### src/rtl/bram_stream_reader.sv
// rtl/bram_stream_reader.sv - streams one frame out of the frame BRAM as an AXI4-Stream master
//
// Purpose:
//   On a start request, reads addresses 0..DEPTH-1 from the frame BRAM and
//   emits each word as one AXI4-Stream beat, tagging the final beat with
//   tlast. The BRAM has a one-cycle registered read, so a 2-entry output
//   buffer absorbs the read that is still in flight when the sink stalls.
//   This keeps one beat per cycle under continuous tready and never drops a
//   beat under backpressure.
//
// Ports:
//   clk            single clock, rising edge
//   rst            asynchronous active-high reset
//   start          one-cycle frame request, honoured only while idle
//   busy           high while a frame is being read / streamed
//   done           one-cycle pulse after the tlast beat handshakes
//   bram_ce        BRAM enable, high only on read-issue cycles
//   bram_we        BRAM write enable, always 0
//   bram_addr      BRAM read address
//   bram_rdata     BRAM read data, valid the cycle after bram_ce
//   m_axis_tdata   stream data (head of the output buffer)
//   m_axis_tvalid  stream valid (output buffer non-empty)
//   m_axis_tready  stream ready from the sink
//   m_axis_tlast   marks beat DEPTH-1

module bram_stream_reader #(
   parameter int ADDR_WIDTH = 14,
   parameter int DATA_WIDTH = 24,
   parameter int DEPTH      = 12672
) (
   input  logic                  clk,
   input  logic                  rst,
   input  logic                  start,
   output logic                  busy,
   output logic                  done,
   output logic                  bram_ce,
   output logic                  bram_we,
   output logic [ADDR_WIDTH-1:0] bram_addr,
   input  logic [DATA_WIDTH-1:0] bram_rdata,
   output logic [DATA_WIDTH-1:0] m_axis_tdata,
   output logic                  m_axis_tvalid,
   input  logic                  m_axis_tready,
   output logic                  m_axis_tlast
);

   // The issue counter is one bit wider than the address so that the value
   // DEPTH ("all reads issued") is representable without wrapping.
   localparam int CW = ADDR_WIDTH + 1;
   localparam logic [CW-1:0] DEPTH_CNT = CW'(DEPTH);
   localparam logic [CW-1:0] LAST_CNT  = CW'(DEPTH - 1);

   typedef enum logic [1:0] {
      IDLE  = 2'd0,
      RUN   = 2'd1,
      DRAIN = 2'd2
   } state_t;

   state_t                state;
   logic [CW-1:0]         issue_cnt;

   // Read in flight: issued last cycle, data arrives on bram_rdata now.
   logic                  inflight;
   logic                  inflight_last;

   // 2-entry output buffer, circular with one-bit pointers.
   logic [DATA_WIDTH-1:0] fifo_data [2];
   logic [1:0]            fifo_last;
   logic                  rd_ptr;
   logic                  wr_ptr;
   logic [1:0]            fifo_count;

   logic                  pop;
   logic                  push;
   logic                  issue;
   logic [1:0]            slots;

   // ------------------------------------------------------------------
   // Stream side: the head of the buffer is presented directly, so tvalid
   // depends only on registered state and never on tready.
   // ------------------------------------------------------------------
   assign m_axis_tvalid = (fifo_count != 2'd0);
   assign m_axis_tdata  = fifo_data[rd_ptr];
   // Gate with tvalid so a stale last-tag left in an emptied entry never
   // shows up between frames.
   assign m_axis_tlast  = m_axis_tvalid & fifo_last[rd_ptr];

   assign pop  = m_axis_tvalid & m_axis_tready;
   assign push = inflight;

   // ------------------------------------------------------------------
   // Read issue. A slot is either a filled buffer entry or a read whose
   // data has not landed yet. With both slots taken we may still issue if
   // the head leaves this cycle: the new word lands next cycle into the
   // entry the pop frees. That look-ahead is what sustains 1 beat/cycle,
   // and it is why bram_ce follows tready combinationally.
   // ------------------------------------------------------------------
   assign slots = fifo_count + {1'b0, inflight};

   always_comb begin
      issue = 1'b0;
      if ((state == RUN) && (issue_cnt < DEPTH_CNT)) begin
         issue = (slots < 2'd2) || pop;
      end
   end

   assign bram_ce = issue;
   assign bram_we = 1'b0;

   // Once every read has been issued the counter sits at DEPTH; hold the
   // address at the last valid location instead of presenting DEPTH.
   assign bram_addr = (issue_cnt < DEPTH_CNT) ? issue_cnt[ADDR_WIDTH-1:0]
                                              : LAST_CNT[ADDR_WIDTH-1:0];

   // ------------------------------------------------------------------
   // In-flight tracking and output buffer.
   // ------------------------------------------------------------------
   always_ff @(posedge clk or posedge rst) begin
      if (rst) begin
         inflight      <= 1'b0;
         inflight_last <= 1'b0;
         fifo_data[0]  <= '0;
         fifo_data[1]  <= '0;
         fifo_last     <= 2'b00;
         rd_ptr        <= 1'b0;
         wr_ptr        <= 1'b0;
         fifo_count    <= 2'd0;
      end else begin
         inflight      <= issue;
         inflight_last <= issue && (issue_cnt == LAST_CNT);

         if (push) begin
            fifo_data[wr_ptr] <= bram_rdata;
            fifo_last[wr_ptr] <= inflight_last;
            wr_ptr            <= ~wr_ptr;
         end

         if (pop) begin
            rd_ptr <= ~rd_ptr;
         end

         // The issue rule guarantees a push never meets a full buffer
         // without a simultaneous pop, so the count stays within 0..2.
         case ({push, pop})
            2'b10:   fifo_count <= fifo_count + 2'd1;
            2'b01:   fifo_count <= fifo_count - 2'd1;
            default: fifo_count <= fifo_count;
         endcase
      end
   end

   // ------------------------------------------------------------------
   // Frame control FSM with registered busy/done.
   // ------------------------------------------------------------------
   always_ff @(posedge clk or posedge rst) begin
      if (rst) begin
         state     <= IDLE;
         issue_cnt <= '0;
         busy      <= 1'b0;
         done      <= 1'b0;
      end else begin
         done <= 1'b0;
         case (state)
            IDLE: begin
               // done is still high on the first idle cycle; a start there
               // belongs to the frame just finished and is dropped.
               if (start && !done) begin
                  state     <= RUN;
                  issue_cnt <= '0;
                  busy      <= 1'b1;
               end
            end

            RUN: begin
               if (issue) begin
                  issue_cnt <= issue_cnt + CW'(1);
                  if (issue_cnt == LAST_CNT) begin
                     state <= DRAIN;
                  end
               end
            end

            DRAIN: begin
               // The tlast beat is always issued before entering DRAIN and
               // reaches the head at least two cycles after its issue, so
               // its handshake is only ever observed here.
               if (pop && m_axis_tlast) begin
                  state <= IDLE;
                  busy  <= 1'b0;
                  done  <= 1'b1;
               end
            end

            default: begin
               state <= IDLE;
               busy  <= 1'b0;
            end
         endcase
      end
   end

endmodule
### config.mk
export PLATFORM = sky130hd
export DESIGN_NAME = bram_stream_reader
export DESIGN_NICKNAME = d
export VERILOG_FILES = /design/src/rtl/bram_stream_reader.sv
export SDC_FILE = /design/constraint.sdc
export NUM_CORES = 1
export LEC_CHECK = 0
export ABC_AREA = 1
export CORE_MARGIN = 2
export CORE_UTILIZATION = 48
export CTS_BUF_LIST = sky130_fd_sc_hd__clkbuf_2 sky130_fd_sc_hd__clkbuf_4 sky130_fd_sc_hd__clkbuf_8
export CTS_CLUSTER_SIZE = 30
export DETAILED_ROUTE_END_ITERATION = 8
export GPL_TIMING_DRIVEN = 0
export PLACE_DENSITY = 0.78
export REMOVE_ABC_BUFFERS = 1
export SYNTH_ARGS = -nofsm -noshare
export SYNTH_HDL_FRONTEND = slang
export SYNTH_SLANG_ARGS = --single-unit
### constraint.sdc
create_clock -name clk -period 2.3 [get_ports clk]
set_clock_uncertainty 0.2 [all_clocks]
set_input_delay 0.23 -clock clk [delete_from_list [all_inputs] [get_ports clk]]
set_output_delay 0.23 -clock clk [all_outputs]
set_load 0.05 [all_outputs]
# Yosys cells after proc, flatten, opt, wreduce, memory -nomap -nowiden

Index checks and enable logic that the tools add are counted.

Bits in registers: 75
Input port bits: 28
Word-level logic and storage cells: 82

Bitwise logic cells: 7
Eq/ne operators: 9
Magnitude comparators: 8
$add $sub $neg: 4
Reduce and logical (&&, ||, !) cells: 15
Mux-type cells: 27

Operator list:

| cell                                                                   | number |
|---|---|
| 24-bit two-way mux                                                     | 4 |
| 48-bit bitwise mux                                                     | 1 |
| 15-bit two-way mux                                                     | 2 |
| 15-bit case mux with 2 select lines                                    | 1 |
| 24-bit demux with 1-bit select                                         | 1 |
| 15-bit by 1-bit adder with 15-bit output, second input constant        | 1 |
| 15-bit by 14-bit == test with 1-bit output, second input constant      | 1 |
| 15-bit by 14-bit < comparator with 1-bit output, second input constant | 1 |
| 14-bit two-way mux                                                     | 1 |
| 1-bit two-way mux                                                      | 8 |
| 2-bit two-way mux                                                      | 4 |
| 1-bit logical AND                                                      | 6 |
| 2-bit inequality test, second input constant                           | 3 |
| 2-bit case mux with 3 select lines                                     | 1 |
| 3-bit AND reduction                                                    | 2 |
| 2-bit nonzero test                                                     | 3 |
| 2-bit by 1-bit == test with 1-bit output, second input constant        | 2 |
| 2-bit == test, second input constant                                   | 2 |
| 2-bit greater-or-equal comparator, second input constant               | 2 |
| 1-bit by 2-bit < comparator with 1-bit output, second input constant   | 2 |
| 1-bit NOT with 2-bit output                                            | 2 |
| 2-bit case mux with 2 select lines                                     | 1 |
| 4-bit AND reduction                                                    | 1 |
| 1-bit NOT                                                              | 3 |
| other kinds (14)                                                       | 15 |

# Longest topological paths before layout

Gate-level depths: netlist of run 1.

Depth in word-level cells: 6
Mapped depth: 10
Mapped depth without buffers: 9

# Worst setup path before layout of run 1

Ideal clock, no wire load.

Kind: register to register
Start point: register fifo_count[0]
End point: register busy
Path slack: 0.056 ns
Buffers on the path: 0
Required time: 1.981 ns
Arrival time: 1.924 ns
Cell stages (with the launch flop): 10
Path through: dfrtp_1 inv_2 nand2_2 o21ai_0 nor2_1 nand2_1 nand2_1 nand3_1 nand2_1 nand2_1

Longest elaborated chain between the ends: 5
Elaborated cells on any way between the ends: 6
Classes of those cells: 1 x eq/ne; 2 x bitwise; 3 x reduce/logical

Ends and longest elaborated chain:

| item                            | line | text |
|---|---|---|
| start: declaration              | 70   | `logic [1:0] fifo_count;` |
| start signal: assignment        | 144  | `2'b10: fifo_count <= fifo_count + 2'd1;` |
| start signal: assignment        | 145  | `2'b01: fifo_count <= fifo_count - 2'd1;` |
| start signal: assignment        | 146  | `default: fifo_count <= fifo_count;` |
| 2-bit nonzero test              | 81   | `assign m_axis_tvalid = (fifo_count != 2'd0);` |
| via m_axis_tvalid               | 41   | `output logic m_axis_tvalid,` |
| 1-bit AND                       | 85   | `assign m_axis_tlast = m_axis_tvalid & fifo_last[rd_ptr];` |
| via m_axis_tlast                | 43   | `output logic m_axis_tlast` |
| 1-bit logical AND               | 186  | `if (pop && m_axis_tlast) begin` |
| 2-bit inequality test (no line) | -    |  |
| 3-bit AND reduction (no line)   | -    |  |
| end signal: assignment          | 169  | `busy <= 1'b1;` |
| end signal: assignment          | 188  | `busy <= 1'b0;` |
| end signal: assignment          | 195  | `busy <= 1'b0;` |
| end: declaration                | 34   | `output logic busy,` |

The timed path passes the listed nets, and every way through them passes these cells.
A chain may end at the register's enable or synchronous reset.

# Worst setup path after layout of run 1

Start point: register rd_ptr
End point: output port m_axis_tdata[19]

Longest elaborated chain between the ends: 4

Ends and longest elaborated chain:

| item                                                   | line | text |
|---|---|---|
| start: declaration                                     | 68   | `logic rd_ptr;` |
| start signal: assignment                               | 138  | `rd_ptr <= ~rd_ptr;` |
| 1-bit NOT with 2-bit output (implied by the code)      | 82   | `assign m_axis_tdata = fifo_data[rd_ptr];` |
| 24-bit two-way mux (implied by the code) (3 in series) | 82   |  |
| end: declaration                                       | 40   | `output logic [DATA_WIDTH-1:0] m_axis_tdata,` |

No other way between the ends. The select of a mux whose other input is x is not followed.

==> impl_summary.txt, run 1 <==
----------------------------------------------------
[Outcome]
  Status ... finished clean

[Clocking]
  CTS tree ... built
  Sinks on Clock Net ... 75
  Number of hold-repair buffers added at the cts stage ... 0
  H-tree lvl count ... 3
  Worst-Skew Late Latency ... 340 ps
  Total CTS buffers ... 9
  CTS clock-pin slew for the worst setup and hold paths ... 80 ps
  Clock tree root driver cell ... sky130_fd_sc_hd__clkbuf_8
  Number of buffers between clock root and the deepest sink ... 2

[Route]
  Vias after detailed routing ... 3,267
  DRC viols ... 0
  Routed wirelength normalized by instance count ... 12.4 um
  Detailed-route wire length ... 8.14 mm
  Vias per cell ... 4.97
  Final ANT Viol Nets ... 0
  First-pass detailed-route iteration total ... 5
  Number of DRC markers after the initial detailed-route iteration ... 163

[Pwr]
  Relative contribution of combinational cells to total power ... 52.2%
  Part of the total power dissipated in sequential elements ... 30.8%
  Clock share of power ... 17.0%
  Leak pwr ... 0.00244 uW
  Sw Share ... 49.1%
  Switch Pwr ... 3520 uW
  Design internal power ... 3640 uW
  Total power per unit cell area ... 1530 nW/um^2
  Max rail drop VDD ... 0.661 mV

[Critical path]
  Critical path class ... reg -> out
  Type of destination of the critical path ... primary output
  Bufs and invs on worst path ... 2
  Slowest stage cell on the critical path ... sky130_fd_sc_hd__dfrtp_4
  Max incr delay on CP ... 590 ps
  Worst R2R End ... issue_cnt[8]$_DFFE_PP0P_
  Register-to-Register Path Depth ... 9
  Data required time at the worst endpoint ... 1870 ps
  Arr. time, crit path ... 1800 ps
  Top fanout value on the critical path ... 26
  Setup crit start kind ... flip-flop
  Most used cell, CP ... sky130_fd_sc_hd__nand2_1
  Worst reg2reg setup slack ... 460 ps
  Worst path cell trace ... clkinv_4, nand2_1, nand2_1, clkdlybuf4s15_1
  Top Family by Delay on Critical Path ... buffers and inverters
  Origin of the critical flop-to-flop path ... issue_cnt[7]$_DFFE_PP0P_

[Finish]
  Commonest cells after routing, fill and taps aside ... sky130_fd_sc_hd__nand2_1 (200), sky130_fd_sc_hd__dfrtp_1 (71), sky130_fd_sc_hd__o21ai_0 (54), sky130_fd_sc_hd__inv_1 (51), sky130_fd_sc_hd__clkdlybuf4s50_1 (31)
  Post-layout instance count excluding filler cells ... 658
  Final design instance area without fill ... 4670 um^2
  Proportion of layout cells with a drive suffix above 1 ... 14.8%
  Commonest non-fill, non-tap cell in the layout ... sky130_fd_sc_hd__nand2_1
  Net count of the finished layout ... 584
  Layout overhead on the synthesized area ... 26.9%
  Antenna cells ... 0

[Floorplanning]
  Height of the chip ... 91.5 um
  Core footprint ... 7330 um^2
  Chip Width ... 91.5 um
  Die area ... 8380 um^2
  Initial cell density of the core ... 50.2%
  Std-Cell Rows ... 31
  Number of top-level design ports ... 72

[Flow run]
  Number of violations of the max-capacitance limit ... 0

[STA]
  Part of the cycle the worst path needs ... 97.0%
  Worst Hold Margin ... 220 ps
  Actual slew at the worst max-slew pin ... 883 ps
  Top achievable clock speed ... 448 MHz
  Min Clock Period, post-route ... 2230 ps
  Setup total negative slack ... 0 ps
  Final setup viols ... 0
  Max Transition Viols Final ... 0
  Worst-case headroom to the max-slew limit ... 41.1%
  Number of hold violations in the final report ... 0

[Placement]
  Final GP Congestion ... 0.865
  Placed wire-length estimate after detailed placement ... 5.08 mm
  DP Cell Count ... 638
  DP Area ... 4400 um^2
  Buffers on Ports ... 70

[Global route]
  Number of global-route vias before repair ... 3,195
  Maximum number of pins on one net before global-route repair ... 76
  All-Layer GR Usage ... 21.1%
  Initial antenna violation count ... 0
  Wire length of the first global-routing pass ... 14.3 mm
  Total global routing overflow ... 0

[Synthesis]
  Yosys warns ... 0
  Gate Count Post-Synth ... 490
  Number of distinct library cell variants in the gate-level netlist after synthesis ... 26
  Share of the yosys chip area belonging to registers ... 51.0%
  Post-synthesis average cell area ... 7.50 um^2
  Post-synth top area share ... 51.0%
  #FFs+latches synth ... 75
  Cell types with the largest area share after synthesis ... sky130_fd_sc_hd__dfrtp_1 (51%), sky130_fd_sc_hd__nand2_1 (21%), sky130_fd_sc_hd__o21ai_0 (7.3%)
  Area leader, netlist ... sky130_fd_sc_hd__dfrtp_1
  Cell area after synthesis ... 3680 um^2

[Worst hold path]
  Class of the worst hold path ... in -> async

----------------------------------------------------
==> Yosys cell counts, drive strengths merged <==
master,count
nand3,23
nor3b,2
ha,2
conb,1
clkbuf,16
nor2,24
inv,55
xnor2,1
or2,3
a21oi,6
nand2,210
o21ai,54
nor3,6
dfrtp,75
xor2,2
buf,5
clkinv,1
nand4,4
==> kinds of logic after synthesis <==
group           after synthesis  share of synthesized area [%]
buf+inv                      77                           8.44
compound gates               60                           8.57
other cells                   1                          0.102
fa+ha+maj                     2                          0.680
simple gates                272                           30.5
flops                        75                           51.0
xor+xnor                      3                          0.715
==> per-layer routing <==
layer	global-route usage (%)	wire length, um	vias to the layer above
met1	27.8	3620	1487
met2	33.5	3810	121
li1	-	-	1641
met5	0	0	-
met4	9.60	140	0
met3	4.15	576	18
==> power groups by stage <==
stage               logic (uW)  clock network, uW  registers [uW]
finish                    3740               1220            2200
global route              4100               1300            2290
detailed placement        3830                  0            2240
CTS                       3760               1250            2200
global placement          3780                  0            2210
floorplan                 2670                  0            2160
==> repair_timing <==
item | 4_1_cts | 5_1_grt
cloned | 0 | 0
setup buffers | 4 | 0
pin swaps | 1 | 1
gates resized for setup | 106 | 36
setup endpoints to repair | 43 | 21
==> worst max-delay path by stage <==
stage | start | endpoint | slack (ps) | depth (start not counted)
finish | rd_ptr$_DFFE_PP0P_ | m_axis_tdata[19] | 70 | 4
global route | issue_cnt[7]$_DFFE_PP0P_ | bram_addr[1] | -1 | 6
CTS | issue_cnt[8]$_DFFE_PP0P_ | bram_addr[11] | 2 | 7
detailed placement | rd_ptr$_DFFE_PP0P_ | m_axis_tlast | -1190 | 4
global placement | rd_ptr$_DFFE_PP0P_ | m_axis_tlast | -1180 | 4
floorplan | rd_ptr$_DFFE_PP0P_ | busy$_DFFE_PP0P_ | -160 | 8
==> area by class of cell <==
type / count / area (um^2)
tap: 99 / 124
inverter: 56 / 218
clock buffer: 10 / 131
clock inverter: 6 / 113
fill: 635 / 2660
sequential: 75 / 1880
timing repair buffer: 74 / 698
multi-input combinational: 338 / 1500
==> metrics by stage <==
step / utilization, % / total power (uW) / worst slack [ps]
2_1_floorplan: - / 4830 / -158
3_5_place_dp: 60.1 / 6070 / -1190
6_report: 63.7 / 7160 / 68.7
5_1_grt: 63.7 / 7690 / -1.02
4_1_cts: 64.3 / 7210 / 2.10
3_3_place_gp: 60.0 / 5980 / -1180
==> registers in the layout, summed over array words and instances, names as in the netlist <==
name	count
done	1
busy	1
state	2
fifo_last	2
inflight_last	1
issue_cnt	15
wr_ptr	1
fifo_count	2
rd_ptr	1
inflight	1
fifo_data	48
Note: power is estimated with default switching activity, not from simulation.
==> run 2: changes to the inputs <==
--- a/config.mk
+++ b/config.mk
@@ -9,6 +9,7 @@
 export CORE_MARGIN = 2
 export CORE_UTILIZATION = 48
 export CTS_BUF_LIST = sky130_fd_sc_hd__clkbuf_2 sky130_fd_sc_hd__clkbuf_4 sky130_fd_sc_hd__clkbuf_8
+export CTS_CLUSTER_DIAMETER = 80
 export CTS_CLUSTER_SIZE = 30
 export DETAILED_ROUTE_END_ITERATION = 8
 export GPL_TIMING_DRIVEN = 0
==> results of run 2 <==
The final DEF is identical to that of run 1; final timing and power are the same.
